File: src/rtl/bcd_display_formatter.sv
// Sequential double-dabble binary-to-BCD converter with display
// formatting (meter blanking, leading-zero blank, overflow, flash).
module bcd_display_formatter #(
  parameter int BIN_W       = 16,
  parameter int DIGITS      = 4,
  parameter int FLASH_DIV   = 50_000_000,
  parameter int BLANK_LIMIT = 200
) (
  input  logic                  SYS_CLK,
  input  logic                  SYS_RST_N,
  input  logic                  In_Valid,
  output logic                  In_Ready,
  input  logic [BIN_W-1:0]      In_Bin,
  input  logic [1:0]            In_Mode,
  output logic [4*DIGITS-1:0]   Out_BCD,
  output logic                  Out_Valid,
  output logic                  Out_Ovf
);

  // Digits for the full input range, plus DIGITS spare so the
  // overflow slice above the display is never empty.
  localparam int BCD_D = (BIN_W * 302) / 1000 + 1;
  localparam int NB    = BCD_D + DIGITS;
  localparam int CW    = $clog2(BIN_W + 1);
  localparam int FW    = (FLASH_DIV > 1) ? $clog2(FLASH_DIV) : 1;

  localparam logic [1:0] S_IDLE = 2'd0;
  localparam logic [1:0] S_CONV = 2'd1;
  localparam logic [1:0] S_FMT  = 2'd2;

  localparam logic [4*DIGITS-1:0] BLANK = {DIGITS{4'hA}};
  localparam logic [BIN_W:0]      BL    = (BIN_W + 1)'(BLANK_LIMIT);

  logic [1:0]          state;
  logic [BIN_W-1:0]    bin_q;
  logic [BIN_W-1:0]    sh_q;
  logic [1:0]          mode_q;
  logic [CW-1:0]       cnt_q;
  logic [4*NB-1:0]     bcd_q;
  logic [4*NB-1:0]     bcd_adj;
  logic [FW-1:0]       fcnt_q;
  logic                phase_q;
  logic                flash_q;
  logic [4*DIGITS-1:0] fmt_bcd;
  logic [4*DIGITS-1:0] low;
  logic                fmt_ovf;
  logic                fmt_flash;
  logic                lead;
  logic [3:0]          d;

  assign In_Ready = (state == S_IDLE);

  always_comb begin
    bcd_adj = '0;
    d       = '0;
    for (int i = 0; i < NB; i++) begin
      d = bcd_q[4*i +: 4];
      bcd_adj[4*i +: 4] = (d >= 4'd5) ? d + 4'd3 : d;
    end
  end

  always_comb begin
    low       = bcd_q[4*DIGITS-1:0];
    fmt_ovf   = |bcd_q[4*NB-1:4*DIGITS];
    fmt_bcd   = low;
    fmt_flash = 1'b0;
    lead      = 1'b1;
    if (fmt_ovf) begin
      fmt_bcd = '1;
    end else begin
      case (mode_q)
        2'd1: begin
          if (bin_q == '0) begin
            fmt_flash = 1'b1;
            fmt_bcd   = phase_q ? BLANK : '0;
          end else if (bin_q[0] && ({1'b0, bin_q} < BL)) begin
            fmt_bcd = BLANK;
          end
        end
        2'd2: begin
          for (int i = DIGITS - 1; i >= 1; i--) begin
            if (lead && low[4*i +: 4] == 4'h0)
              fmt_bcd[4*i +: 4] = 4'hA;
            else
              lead = 1'b0;
          end
        end
        default: ;
      endcase
    end
  end

  always_ff @(posedge SYS_CLK) begin
    if (!SYS_RST_N) begin
      state     <= S_IDLE;
      bin_q     <= '0;
      sh_q      <= '0;
      mode_q    <= '0;
      cnt_q     <= '0;
      bcd_q     <= '0;
      fcnt_q    <= '0;
      phase_q   <= 1'b0;
      flash_q   <= 1'b0;
      Out_BCD   <= '0;
      Out_Valid <= 1'b0;
      Out_Ovf   <= 1'b0;
    end else begin
      Out_Valid <= 1'b0;
      if (fcnt_q == FW'(FLASH_DIV - 1)) begin
        fcnt_q  <= '0;
        phase_q <= ~phase_q;
      end else begin
        fcnt_q <= fcnt_q + 1'b1;
      end
      // A flashing result tracks the phase one edge after it toggles.
      if (flash_q)
        Out_BCD <= phase_q ? BLANK : '0;
      case (state)
        S_IDLE: begin
          if (In_Valid) begin
            bin_q  <= In_Bin;
            sh_q   <= In_Bin;
            mode_q <= In_Mode;
            bcd_q  <= '0;
            cnt_q  <= '0;
            state  <= S_CONV;
          end
        end
        S_CONV: begin
          bcd_q <= {bcd_adj[4*NB-2:0], sh_q[BIN_W-1]};
          sh_q  <= sh_q << 1;
          cnt_q <= cnt_q + 1'b1;
          if (cnt_q == CW'(BIN_W - 1))
            state <= S_FMT;
        end
        S_FMT: begin
          Out_BCD   <= fmt_bcd;
          Out_Ovf   <= fmt_ovf;
          flash_q   <= fmt_flash;
          Out_Valid <= 1'b1;
          state     <= S_IDLE;
        end
        default: state <= S_IDLE;
      endcase
    end
  end

endmodule

File: config.mk
export PLATFORM = sky130hd
export DESIGN_NAME = bcd_display_formatter
export DESIGN_NICKNAME = d
export VERILOG_FILES = /design/src/rtl/bcd_display_formatter.sv
export SDC_FILE = /design/constraint.sdc
export NUM_CORES = 1
export LEC_CHECK = 0
export BUFFER_PORTS_ARGS = -buffer_cell sky130_fd_sc_hd__buf_2
export CAP_MARGIN = 40
export CORE_MARGIN = 4
export CORE_UTILIZATION = 29
export CTS_BUF_LIST = sky130_fd_sc_hd__clkbuf_4
export DETAILED_ROUTE_END_ITERATION = 8
export PLACE_DENSITY_LB_ADDON = 0.3
export RECOVER_POWER = 50
export SLEW_MARGIN = 25
export SYNTH_ARGS = -nofsm -noshare
export SYNTH_HDL_FRONTEND = slang
export SYNTH_SLANG_ARGS = --single-unit
File: constraint.sdc
create_clock -name SYS_CLK -period 2.17 [get_ports SYS_CLK]
set_input_delay 0.217 -clock SYS_CLK [delete_from_list [all_inputs] [get_ports SYS_CLK]]
set_output_delay 0.217 -clock SYS_CLK [all_outputs]
set_load 0.1 [all_outputs]
---- After elaboration in Yosys (flattened, before gate mapping) ----
Index checks and enable logic that the tools add are counted.
storage, ports and cells
  output and inout port bits .............. 19
  input bits .............................. 21
  word-level logic and storage cells ...... 97
  flip-flop bits (word level) ............. 123
operators by class
  eq/ne operators ......................... 8
  bitwise operators ....................... 2
  add/subtract/negate cells ............... 11
  multiplexer cells ....................... 39
  reduce and logical (&&, ||, !) cells .... 15
  magnitude comparators ................... 10
operator list
  kind                   number
  $mux 16                7
  $pmux 36 s2            1
  $mux 4                 12
  $ge 4x3->1 const B     9
  $mux 36                1
  $add 4x2->4 const B    8
  $pmux 16 s2            1
  $add 26x1->26 const B  1
  $eq 26x26->1 const B   1
  $pmux 12 s2            1
  $reduce_or 20->1       1
  $logic_not 16->1       1
  $lt 16x8->1 const B    1
  $logic_not 4->1        3
  $mux 1                 10
  $pmux 5 s2             1
  $reduce_and 2->1       3
  $add 5x1->5 const B    1
  $eq 5x4->1 const B     1
  $mux 5                 1
  $eq 2x1->1 const B     2
  $eq 2x2->1 const B     2
  $mux 2                 2
  $ne 2x2->1 const B     2
  8 further kinds        12

---- Logic depth before layout (Yosys ltp) ----
Gate-level depths: netlist of run 1.
  depth in word-level cells ............... 13
  mapped depth ............................ 9
  gate-level depth less buffers ........... 7

---- Worst setup path after synthesis of run 1 ----
Ideal clock, no wire load.
  path kind ............................... reg2reg
  from .................................... reg state[0]
  to ...................................... reg cnt_q[3]
  arrival time ............................ 2187 ps
  period minus slack after synthesis ...... 2320 ps
  library setup time ...................... 132 ps
  cell stages (with the launch flop) ...... 6
  setup slack ............................. -150 ps
  path buffers ............................ 1
  cell sequence ........................... dfxtp_1 nor2_1 nand2_1 clkbuf_1 nand3_1 a21oi_1
on the way
  longest elaborated chain between the ends .. 3
  elaborated cells on any way between the ends .. 6
  those cells by class .................... 2 x eq/ne; 1 x mux; 3 x reduce/logical
ends and longest elaborated chain
  item                                                                     RTL line  text
  start, declared                                                          34        logic [1:0] state;
  start signal, assigned                                                   95        state <= S_IDLE;
  start signal, assigned                                                   126       state <= S_CONV;
  start signal, assigned                                                   134       state <= S_FMT;
  $logic_not 2->1 *                                                        --
  net In_Ready                                                             12        output logic In_Ready,
  $ne 2x2->1 (no source line) / $reduce_bool 2->1 (equally long branches)  --
  $reduce_and 2->1 (no source line)                                        --
  end signal, assigned                                                     132       cnt_q <= cnt_q + 1'b1;
  end, declared                                                            38        logic [CW-1:0] cnt_q;
The timed path passes the listed nets; every way through them passes the cells marked *.
A chain may end at the register's enable or synchronous reset.

---- Worst setup path in the final report of run 1 ----
  from .................................... reg bin_q[0]
  to ...................................... reg Out_BCD[13]
on the way
  longest elaborated chain between the ends .. 7
  elaborated cells on any way between the ends .. 8
  those cells by class .................... 1 x order compare; 5 x mux; 2 x reduce/logical
ends and longest elaborated chain
  item                    RTL line  text
  start, declared         35        logic [BIN_W-1:0] bin_q;
  start signal, assigned  121       bin_q <= In_Bin;
  $lt 16x8->1             76        end else if (bin_q[0] && ({1'b0, bin_q} < BL)) begin
  $logic_and 1x1->1       76
  $mux 16                 76
  $mux 16 *               73        if (bin_q == '0) begin
  $pmux 12 s2 *           71        case (mode_q)
  $mux 16 *               68        if (fmt_ovf) begin
  $mux 16 *               118       case (state)
  end signal, assigned    117       Out_BCD <= phase_q ? BLANK : '0;
  end signal, assigned    137       Out_BCD <= fmt_bcd;
  end, declared           15        output logic [4*DIGITS-1:0] Out_BCD,
Every way passes the cells marked *; elsewhere a longest branch is shown, timed or not.

==> results of run 1 <==
==> worst min-delay path, stage by stage <==
cell     delay, ns
buf_2         0.21
o31ai_1       0.10
a21oi_1       0.05
==> registers in the layout (all words and copies together) (netlist names) <==
| name | flops |
|---|---|
| fcnt_q | 26 |
| flash_q | 1 |
| Out_Ovf | 1 |
| phase_q | 1 |
| bcd_q | 36 |
| cnt_q | 5 |
| Out_BCD | 16 |
| mode_q | 2 |
| sh_q | 16 |
| bin_q | 16 |
| state | 2 |
| Out_Valid | 1 |
==> power by group through the flow <==
stage	combinational [mW]	sequential, mW	clock (mW)
after floorplan	0.236	2.39	0
after global placement	0.342	2.39	0
after detailed placement	0.342	2.39	0
after CTS	0.368	2.34	1.69
after global routing	0.398	2.35	1.81
final	0.359	2.34	1.64
==> logic make-up (layout without fill, tap and decap cells) <==
| group | Yosys count | in the layout | share of synthesized area |
|---|---|---|---|
| flip-flops | 123 | 123 | 0.426 |
| AO/OA/AOI/OAI | 174 | 174 | 0.191 |
| multiplexers | 2 | 2 | 0.00346 |
| AND/OR/NAND/NOR | 244 | 244 | 0.213 |
| XOR/XNOR | 39 | 39 | 0.0591 |
| adder cells (fa/ha/maj) | 29 | 29 | 0.0628 |
| buffers and inverters | 63 | 132 | 0.0452 |
==> stage by stage <==
step	utilization	cells	hold WS [ns]
after floorplan	-	674	0.353
after global placement	0.322	958	0.432
after detailed placement	0.322	958	0.438
after CTS	0.345	1008	0.0456
after global routing	0.344	1008	0.0679
final	0.344	1008	0.108
==> layer usage <==
metal	vias to the layer above	part of all wire	track usage
met5	-	0	0
met4	0	0.0087	0.0325
met3	9	0.038	0.0377
met2	84	0.45	0.195
met1	2282	0.50	0.172
li1	2513	-	-
==> area by class of cell <==
class | instances | share of cell area
flip-flops and latches | 123 | 0.367
clock inverters | 12 | 0.0192
clock buffers | 20 | 0.0224
repair buffers | 73 | 0.0732
well taps | 265 | 0.0494
inverters | 27 | 0.0151
multi-input cells | 488 | 0.454
==> placed cells by master (no fill, tap or decap), types with 5 or more instances in the layout <==
cell             n
a21oi_1         59
a31oi_1         15
a32o_1          10
and3_1           9
and4_1           5
buf_2           28
buf_4           10
clkbuf_2        13
clkbuf_4        20
clkinv_1         5
dfxtp_1        123
dlygate4sd3_1   18
ha_1            29
inv_1           26
nand2_1        100
nand2b_1        15
nand3_1         16
nand4_1          9
nor2_1          53
nor3b_1          5
o21ai_0         28
o22ai_1         18
o31ai_1         13
o32ai_1          6
xnor2_1         15
xor2_1          24
==> path summary, 6_finish.rpt <==
| path | startpoint | endpoint | slack (ns) | cells after the start |
|---|---|---|---|---|
| setup / recovery | bin_q[0]$_SDFFE_PN0P_ | Out_BCD[13]$_SDFFE_PN0P_ | 0.21 | 5 |
| hold / removal | SYS_RST_N | Out_BCD[1]$_SDFFE_PN0P_ | 0.11 | 3 |
| setup reg to reg | bin_q[0]$_SDFFE_PN0P_ | Out_BCD[13]$_SDFFE_PN0P_ | 0.21 | 5 |
| hold reg to reg | fcnt_q[0]$_SDFF_PP0_ | fcnt_q[0]$_SDFF_PP0_ | 0.46 | 1 |
==> metrics.txt, run 1 <==
Detailed Routing Iterations Pass 1=5; unrepaired setup endpoints after global routing=false; worst hold path class=primary input to flip-flop; post-route cell area=6710 um2; footprint of the multi-input gates=3050 um2; Syn Std Cell Area=5780 um2; vias in the first global route=4,636; Warnings, synthesis=0; Fmax=0.511 GHz; WL/cell=13.5 um; Detailed Route Iter0 Violations=251; Bufs on Longest Clock Path=2; Max Cap Violations=0; CP cell instances=nor3_1, nand3_1, o31a_1, a221o_1, a32o_1; # IOs=40; via density per instance=4.85; initial antenna violation count=0; die height=149 um; Yosys top cell by area=dfxtp_1; post-CTS sizing=0; Die Area=22,300 um2; synthesized area per cell=8.57 um2; clock power share=0.378; P per Cell Area=646 nW/um2; overall power=4.34 mW; CTS tree=built; minimum clock period=1.96 ns; number of routed nets with antenna violations=0; CTS Buf Count=17; CP Capture Type=flip-flop; Slowest-stage cell, CP=o31a_1; synth top area cells=dfxtp_1 (43%), nand2_1 (6.5%), ha_1 (6.3%), a21oi_1 (5.1%), xor2_1 (3.6%); worst setup path class=flip-flop to flip-flop; Worst Path Arrival=2.38 ns; H-tree Lvls=4; Final Max Slew Viols=0; drt total wl=13.6 mm; crit path max fanout=7; Core ar.=19,500 um2; combinational share of power=0.083; most common cell in the netlist=dfxtp_1; share of layout cells above drive strength 1=0.124; I/O Buffers=39; Yosys top cell area share=0.426; final worst path period share=0.902; Rel. slew slack=0.433; top_reg_cell synth=dfxtp_1; grt total ovfl=0; setup TNS=0 ns; Pleak=2.52 nW; number of remaining DRC errors=0; commonest cells in the netlist=dfxtp_1 (123), nand2_1 (100), a21oi_1 (59), nor2_1 (52), ha_1 (29); largest net degree at the start of global routing=31; Worst-Skew Late Latency=0.52 ns; Switching Share=0.252; Worst Tran Pin Value=0.851 ns; register area=2460 um2; Final WS setup=0.212 ns; setup bufs post-CTS=0; root buf cell=clkbuf_4; Netlist cell types=63; Max VDD drop=324 uV; Starting Density=0.296; Hold Violations, Final=0; Post-synth EDFFs=0; ys async rst share=0; Worst Skew=0.0164 ns; Buf+Inv Stages, Crit Path=0; syn_nets=724; first-pass GRT wire length=22.9 mm; Placed Area=6290 um2; final setup fails=0; critical path required time=2.60 ns; Routability Congestion=0.806; post-detail-place hpwl=9.44 mm; P_int=3.25 mW; Startpoint Class=flip-flop; Yosys reg bits=123; clk sink count=123; Mapped Cells=674; ANT cells=0; Die Wd=149 um; clk slew on worst S/H paths=0.11 ns; fillers=2,092; Largest delay share family, worst path=compound AO/OA/AOI/OAI gates; Total GRT Usage=0.126; sequential share of the synthesized area=0.426; critical path's largest stage delay=0.42 ns; Post-Place Setup Slack=0.225 ns; status=finished clean; Nets=780; row cnt=51; vias=4,888; Hold-fix buffers, CTS=18; area grow syn2layout=16.2%; P_sw=1.09 mW; Reg power frac=0.539
(Power assumes the default switching activity.)
==> inputs of run 2 (changes only) <==
--- a/config.mk
+++ b/config.mk
@@ -5,6 +5,7 @@
 export SDC_FILE = /design/constraint.sdc
 export NUM_CORES = 1
 export LEC_CHECK = 0
+export ABC_AREA = 1
 export BUFFER_PORTS_ARGS = -buffer_cell sky130_fd_sc_hd__buf_2
 export CAP_MARGIN = 40
 export CORE_MARGIN = 4
==> metrics.txt, run 2 <==
Nets=911 (+17%); Hold WS=0.107 ns (-0.00121 ns); Mapped Cells=800 (+19%); Reg-to-Reg Start=state[1]$_SDFFE_PN0P_; syn_nets=850 (+17%); area grow syn2layout=14.4%; first-pass GRT wire length=24.2 mm (+5.5%); via density per instance=4.59 (-5.3%); unrepaired setup endpoints after global routing=false; Total GRT Usage=0.125 (-0.00171); Warnings, synthesis=0 (unchanged); synth top area cells=dfxtp_1 (40%), nand2_1 (8.0%), a21oi_1 (5.9%), inv_1 (5.9%), ha_1 (5.9%); Yosys reg bits=123 (unchanged); Max VDD drop=334 uV (+2.9%); Reg2Reg Setup Slack=0.28 ns (+0.07 ns); Worst Path Arrival=2.28 ns (-0.10 ns); largest registers=bcd_q: 36 flops, fcnt_q: 26 flops; Die Area=23,600 um2 (+6.1%); WL/cell=12.6 um (-6.5%); R2R cell count=7 (+2); setup bufs post-CTS=0 (unchanged); H-tree Lvls=4 (unchanged); P per Cell Area=618 nW/um2 (-4.4%); combinational share of power=0.084 (about the same); Yosys top cell by area=dfxtp_1; CP Capture Type=flip-flop; P_sw=1.11 mW (+1.4%); commonest non-fill, non-tap cell in the layout=nand2_1; Detailed Routing Iterations Pass 1=4 (-1); CTS tree=built; critical path required time=2.55 ns (-0.05 ns); commonest cells in the netlist=nand2_1 (131), dfxtp_1 (123), inv_1 (97), nor2_1 (89), a21oi_1 (73); P_int=3.24 mW (-0.11%); Fmax=0.529 GHz (+3.5%); worst hold start=SYS_RST_N; Worst-Skew Late Latency=0.53 ns (about the same); share of layout cells above drive strength 1=0.144 (+0.0205); ANT cells=0 (unchanged); CTS Buf Count=17 (unchanged); final worst path period share=0.872 (-0.0306); minimum clock period=1.89 ns (-0.0665 ns); post-route cell area=7040 um2 (+4.8%); Rel. slew slack=0.364 (-0.0691); ys async rst share=0 (unchanged); drt total wl=14.5 mm (+6.5%); Max Cap Violations=0 (unchanged); Placed Area=6630 um2 (+5.5%); Starting Density=0.294 (-0.00233); worst setup path class=flip-flop to flip-flop; Syn Std Cell Area=6150 um2 (+6.5%); most common cell in the netlist=nand2_1; Finished Layout Cells=1,148 (+14%); clk sink count=123 (unchanged); worst hold path class=primary input to flip-flop; clock power share=0.378 (about the same); vias in the first global route=4,983 (+7.5%); Bufs on Longest Clock Path=2 (unchanged); number of remaining DRC errors=0 (unchanged); Switching Share=0.255 (+0.00274); sequential share of the synthesized area=0.400 (-0.0259); setup TNS=0 ns (unchanged); Netlist cell types=49 (-22%); grt total ovfl=0 (unchanged); Post-synth EDFFs=0 (unchanged); Final Max Slew Viols=0 (unchanged); root buf cell=clkbuf_4; final setup fails=0 (unchanged); largest net degree at the start of global routing=39 (+26%); Largest Register=bcd_q; Routability Congestion=0.785 (-2.7%); Hold Path Sink=fcnt_q[17]$_SDFF_PP0_; row cnt=53 (+3.9%); # IOs=40 (unchanged); die height=154 um (+3.0%); Worst Skew=0.0186 ns (+0.00216 ns); Worst Tran Pin Value=0.955 ns (+0.104 ns); top_reg_cell synth=dfxtp_1; clk slew on worst S/H paths=0.11 ns (about the same); post-detail-place hpwl=10.3 mm (+9.3%); Reg power frac=0.538 (about the same); Pleak=2.78 nW (+10%); synthesized area per cell=7.69 um2 (-10%); most frequent cells in the layout=nand2_1 (132), dfxtp_1 (123), inv_1 (98); I/O Buffers=39 (unchanged); Cells on Worst Hold Path=3 (unchanged); Largest register FFs=36 (unchanged); Core ar.=21,000 um2 (+7.3%); Die Wd=154 um (+3.0%); initial antenna violation count=0 (unchanged); final core utilization=0.336 (-0.00792); vias=5,270 (+7.8%); Placed Instances=1,099 (+15%); reg-to-reg endpoint=bcd_q[16]$_SDFFE_PN0P_; Detailed Route Iter0 Violations=257 (+2.4%); Startpoint Class=flip-flop; crit path max fanout=38 (+31); Yosys top cell area share=0.400 (-0.0259); status=finished clean; number of routed nets with antenna violations=0 (unchanged); Hold Violations, Final=0 (unchanged)
run 2: cell types whose count changed in the layout (fill, tap and decap cells not counted), sizes merged, moves of 13 or more:
cell / delta
o31ai: -13
nand2b: -15
inv: +79
nand3: +14
o21ai: +37
nor2: +48
nand2: +40
a21oi: +15
run 2: metrics by stage:
step | setup slack (ns) | power, mW
final | 0.279 | 4.35
after global routing | 0.0154 | 4.57
after CTS | 0.306 | 4.43
after detailed placement | 0.350 | 2.74
after global placement | 0.416 | 2.75
after floorplan | 0.0678 | 2.65
run 2: layout make-up:
class,instances,area (um2)
Clock buffer,20,150
Clock inverter,11,128
Fill cell,2277,13900
Inverter,108,408
Multi-Input combinational cell,545,3110
Sequential cell,123,2460
Tap cell,275,344
Timing Repair Buffer,66,439
run 2: repair_timing:
| item | 4_1_cts | 5_1_grt |
|---|---|---|
| resized for setup | 0 | 1 |
| hold buffers | 18 | 0 |
| endpoints found under the setup margin | 0 | 1 |
| endpoints found under the hold margin | 34 | 0 |
run 2: worst max path at each step:
stage	start	endpoint	slack, ns	cells after the start
4_1_cts	bcd_q[16]$_SDFFE_PN0P_	Out_BCD[1]$_SDFFE_PN0P_	0.31	11
3_5_place_dp	bcd_q[16]$_SDFFE_PN0P_	Out_BCD[1]$_SDFFE_PN0P_	0.35	11
2_1_floorplan	state[1]$_SDFFE_PN0P_	bcd_q[24]$_SDFFE_PN0P_	0.07	8
6_report	state[1]$_SDFFE_PN0P_	bcd_q[16]$_SDFFE_PN0P_	0.28	7
5_1_grt	bcd_q[16]$_SDFFE_PN0P_	Out_BCD[1]$_SDFFE_PN0P_	0.02	11
3_3_place_gp	bcd_q[16]$_SDFFE_PN0P_	Out_BCD[1]$_SDFFE_PN0P_	0.42	11
run 2: cell families after synthesis:
| family | share of synthesized area |
|---|---|
| and+or+nand+nor | 0.236 |
| xor gates and xnor gates | 0.0228 |
| AOI/OAI and AO/OA | 0.193 |
| adders and majority gates | 0.0590 |
| buffers and inverters | 0.0897 |
| DFF | 0.400 |
run 2: power groups by stage:
stage          Sequential [mW]  Combinational, mW  Clock [mW]
6_report                  2.34              0.365        1.64
2_1_floorplan             2.38              0.265           0
5_1_grt                   2.35              0.413        1.81
4_1_cts                   2.34              0.378        1.72
3_3_place_gp              2.39              0.354           0
3_5_place_dp              2.39              0.352           0
run 2: metal layers:
metal	GRT usage	up-vias	routed length, um	share of wire
li1	-	2776	-	-
met1	0.167	2402	7250	0.50
met2	0.193	79	6480	0.45
met3	0.0386	13	593	0.041
met4	0.0366	0	168	0.012
met5	0	-	0	0
run 2: critical path, stage by stage, from the launching register on:
cell and delay [ns]:
dfxtp_1 0.36, nor2_1 0.28, nand2_4 0.11, inv_4 0.20
nor2_8 0.10, nand2_1 0.08, clkbuf_4 0.43, o32ai_1 0.18
==> inputs of run 3 (changes only) <==
==> constraint.sdc (replaced) <==
create_clock -name SYS_CLK -period 2.1 [get_ports SYS_CLK]
set_input_delay 0.21 -clock SYS_CLK [delete_from_list [all_inputs] [get_ports SYS_CLK]]
set_output_delay 0.21 -clock SYS_CLK [all_outputs]
set_load 0.1 [all_outputs]
==> metrics.txt, run 3 (same netlist as run 2, synthesis figures left out) <==
row cnt=53 (unchanged); Pleak=2.80 nW (+0.71%); Worst Tran Pin Value=0.972 ns (+0.0178 ns); Core ar.=21,000 um2 (unchanged); number of remaining DRC errors=0 (unchanged); I/O Buffers=39 (unchanged); number of routed nets with antenna violations=0 (unchanged); largest net degree at the start of global routing=39 (unchanged); via density per instance=4.60 (+0.10%); overall power=4.89 mW (+13%); critical path required time=2.49 ns (-0.06 ns); GRT busiest layer=met2; R2R cell count=7 (unchanged); CP Capture Type=flip-flop; M2 GR Usage=0.196 (+0.00272); Startpoint Class=flip-flop; Reg power frac=0.494 (-0.044); Total GRT Usage=0.126 (+0.00138); GRT met1 Usage=0.168 (+0.00110); Post-Place Setup Slack=0.299 ns (-0.0505 ns); Die Area=23,600 um2 (unchanged); largest registers=bcd_q: 36 flops, fcnt_q: 26 flops; CTS tree=built; worst setup path class=flip-flop to flip-flop; vias=5,280 (+0.19%); unrepaired setup endpoints after global routing=false; # IOs=40 (unchanged); CTS Buf Count=17 (unchanged); Switching Share=0.244 (-0.0100); Final Max Slew Viols=0 (unchanged); Final WS setup=0.258 ns (-0.0207 ns); Die Wd=154 um (unchanged); post-route cell area=7100 um2 (+0.89%); final setup fails=0 (unchanged); Worst-Skew Late Latency=0.53 ns (about the same); grt total ovfl=0 (unchanged); most frequent cells in the layout=nand2_1 (133), dfxtp_1 (123), inv_1 (97); Detailed Route Iter0 Violations=339 (+32%); met3 GRT Util=0.0397 (+0.00113); Largest Register=bcd_q; root buf cell=clkbuf_4; Max Cap Violations=0 (unchanged); Worst Path Arrival=2.23 ns (-0.05 ns); post-CTS sizing=0 (unchanged); first-pass GRT wire length=24.6 mm (+1.5%); crit path max fanout=38 (unchanged); Reg2Reg Setup Slack=0.26 ns (-0.02 ns); area grow syn2layout=15.4%; vias in the first global route=4,990 (+0.14%); commonest non-fill, non-tap cell in the layout=nand2_1; P_int=3.70 mW (+14%); setup bufs post-CTS=0 (unchanged); minimum clock period=1.84 ns (-0.0493 ns); H-tree Lvls=4 (unchanged); Hold Path Sink=Out_BCD[13]$_SDFFE_PN0P_; setup TNS=0 ns (unchanged); Max VDD drop=480 uV (+44%); Routability Congestion=0.833 (+6.2%); Placed Area=6640 um2 (+0.15%); combinational share of power=0.077 (-0.007); Worst Skew=0.0142 ns (-0.00434 ns); final core utilization=0.339 (+0.00298); share of layout cells above drive strength 1=0.141 (-0.00344); Bufs on Longest Clock Path=2 (unchanged); Hold WS=0.0896 ns (-0.0176 ns); Rel. slew slack=0.352 (-0.0119); clk slew on worst S/H paths=0.10 ns (about the same); clk sink count=123 (unchanged); Starting Density=0.294 (unchanged); Hold Violations, Final=0 (unchanged); worst hold start=SYS_RST_N; Reg-to-Reg Start=state[1]$_SDFFE_PN0P_; Placed Instances=1,098 (-0.091%); P_sw=1.20 mW (+8.1%); worst hold path class=primary input to flip-flop; status=finished clean; post-detail-place hpwl=10.4 mm (+0.50%); Nets=910 (-0.11%); final worst path period share=0.877 (+0.00556); Detailed Routing Iterations Pass 1=4 (unchanged); Cells on Worst Hold Path=3 (unchanged); die height=154 um (unchanged); reg-to-reg endpoint=bcd_q[16]$_SDFFE_PN0P_; drt total wl=14.6 mm (+0.84%); WL/cell=12.7 um (+0.75%); initial antenna violation count=1 (+1); Largest register FFs=36 (unchanged); clock power share=0.429 (+0.051); P per Cell Area=689 nW/um2 (+12%); Finished Layout Cells=1,149 (+0.087%); Fmax=0.543 GHz (+2.7%)
[run 3: cell types whose count changed in the layout (fill, tap and decap cells not counted), moves of 2 or more]
cell       change
bufinv_16      +3
buf_2          -5
o22ai_2        -2
clkinv_2       -2
clkbuf_4       -2
clkinv_4       +2
buf_4          -2
clkbuf_2       +5
o22ai_1        +2
[run 3: worst max path at each step]
stage                           startpoint                 endpoint  slack, ns  depth (start not counted)
CTS                 bcd_q[16]$_SDFFE_PN0P_  Out_BCD[1]$_SDFFE_PN0P_       0.26                         11
finish               state[1]$_SDFFE_PN0P_   bcd_q[16]$_SDFFE_PN0P_       0.26                          7
global placement    bcd_q[16]$_SDFFE_PN0P_  Out_BCD[3]$_SDFFE_PN0P_       0.34                         11
global route        bcd_q[13]$_SDFFE_PN0P_  Out_BCD[7]$_SDFFE_PN0P_       0.06                         12
detailed placement  bcd_q[16]$_SDFFE_PN0P_  Out_BCD[1]$_SDFFE_PN0P_       0.30                         11
floorplan            state[1]$_SDFFE_PN0P_   bcd_q[24]$_SDFFE_PN0P_       0.34                          8
[run 3: power by group through the flow]
stage | Combinational, mW | Clock, mW | Sequential [mW]
6_report | 0.378 | 2.10 | 2.42
5_1_grt | 0.425 | 2.27 | 2.43
4_1_cts | 0.391 | 2.15 | 2.42
3_5_place_dp | 0.364 | 0 | 2.47
3_3_place_gp | 0.365 | 0 | 2.47
2_1_floorplan | 0.274 | 0 | 2.46
[run 3: what timing repair did]
item                       in CTS  in global routing
hold buffers                   18                  0
setup endpoints to repair       0                  0
hold endpoints to repair       34                  0
[run 3: area by class of cell]
cell class / count / area, um2
Multi-Input combinational cell: 545 / 3080
Inverter: 108 / 408
Tap cell: 275 / 344
Clock buffer: 18 / 135
Antenna cell: 1 / 2.50
Sequential cell: 123 / 2460
Clock inverter: 14 / 225
Fill cell: 2257 / 13900
Timing Repair Buffer: 65 / 444
[run 3: critical path, stage by stage (launching register included)]
cell and delay (ns):
dfxtp_1 0.36, nor2_1 0.16, nand2_1 0.16, inv_4 0.22, nor2_8 0.10, nand2_2 0.07, clkbuf_4 0.43, o32ai_1 0.16
[run 3: metal layers]
metal  wire length (um)  share of wire
met1               7340           0.50
met2               6540           0.45
met3                561          0.038
met4                165          0.011
met5                  0              0
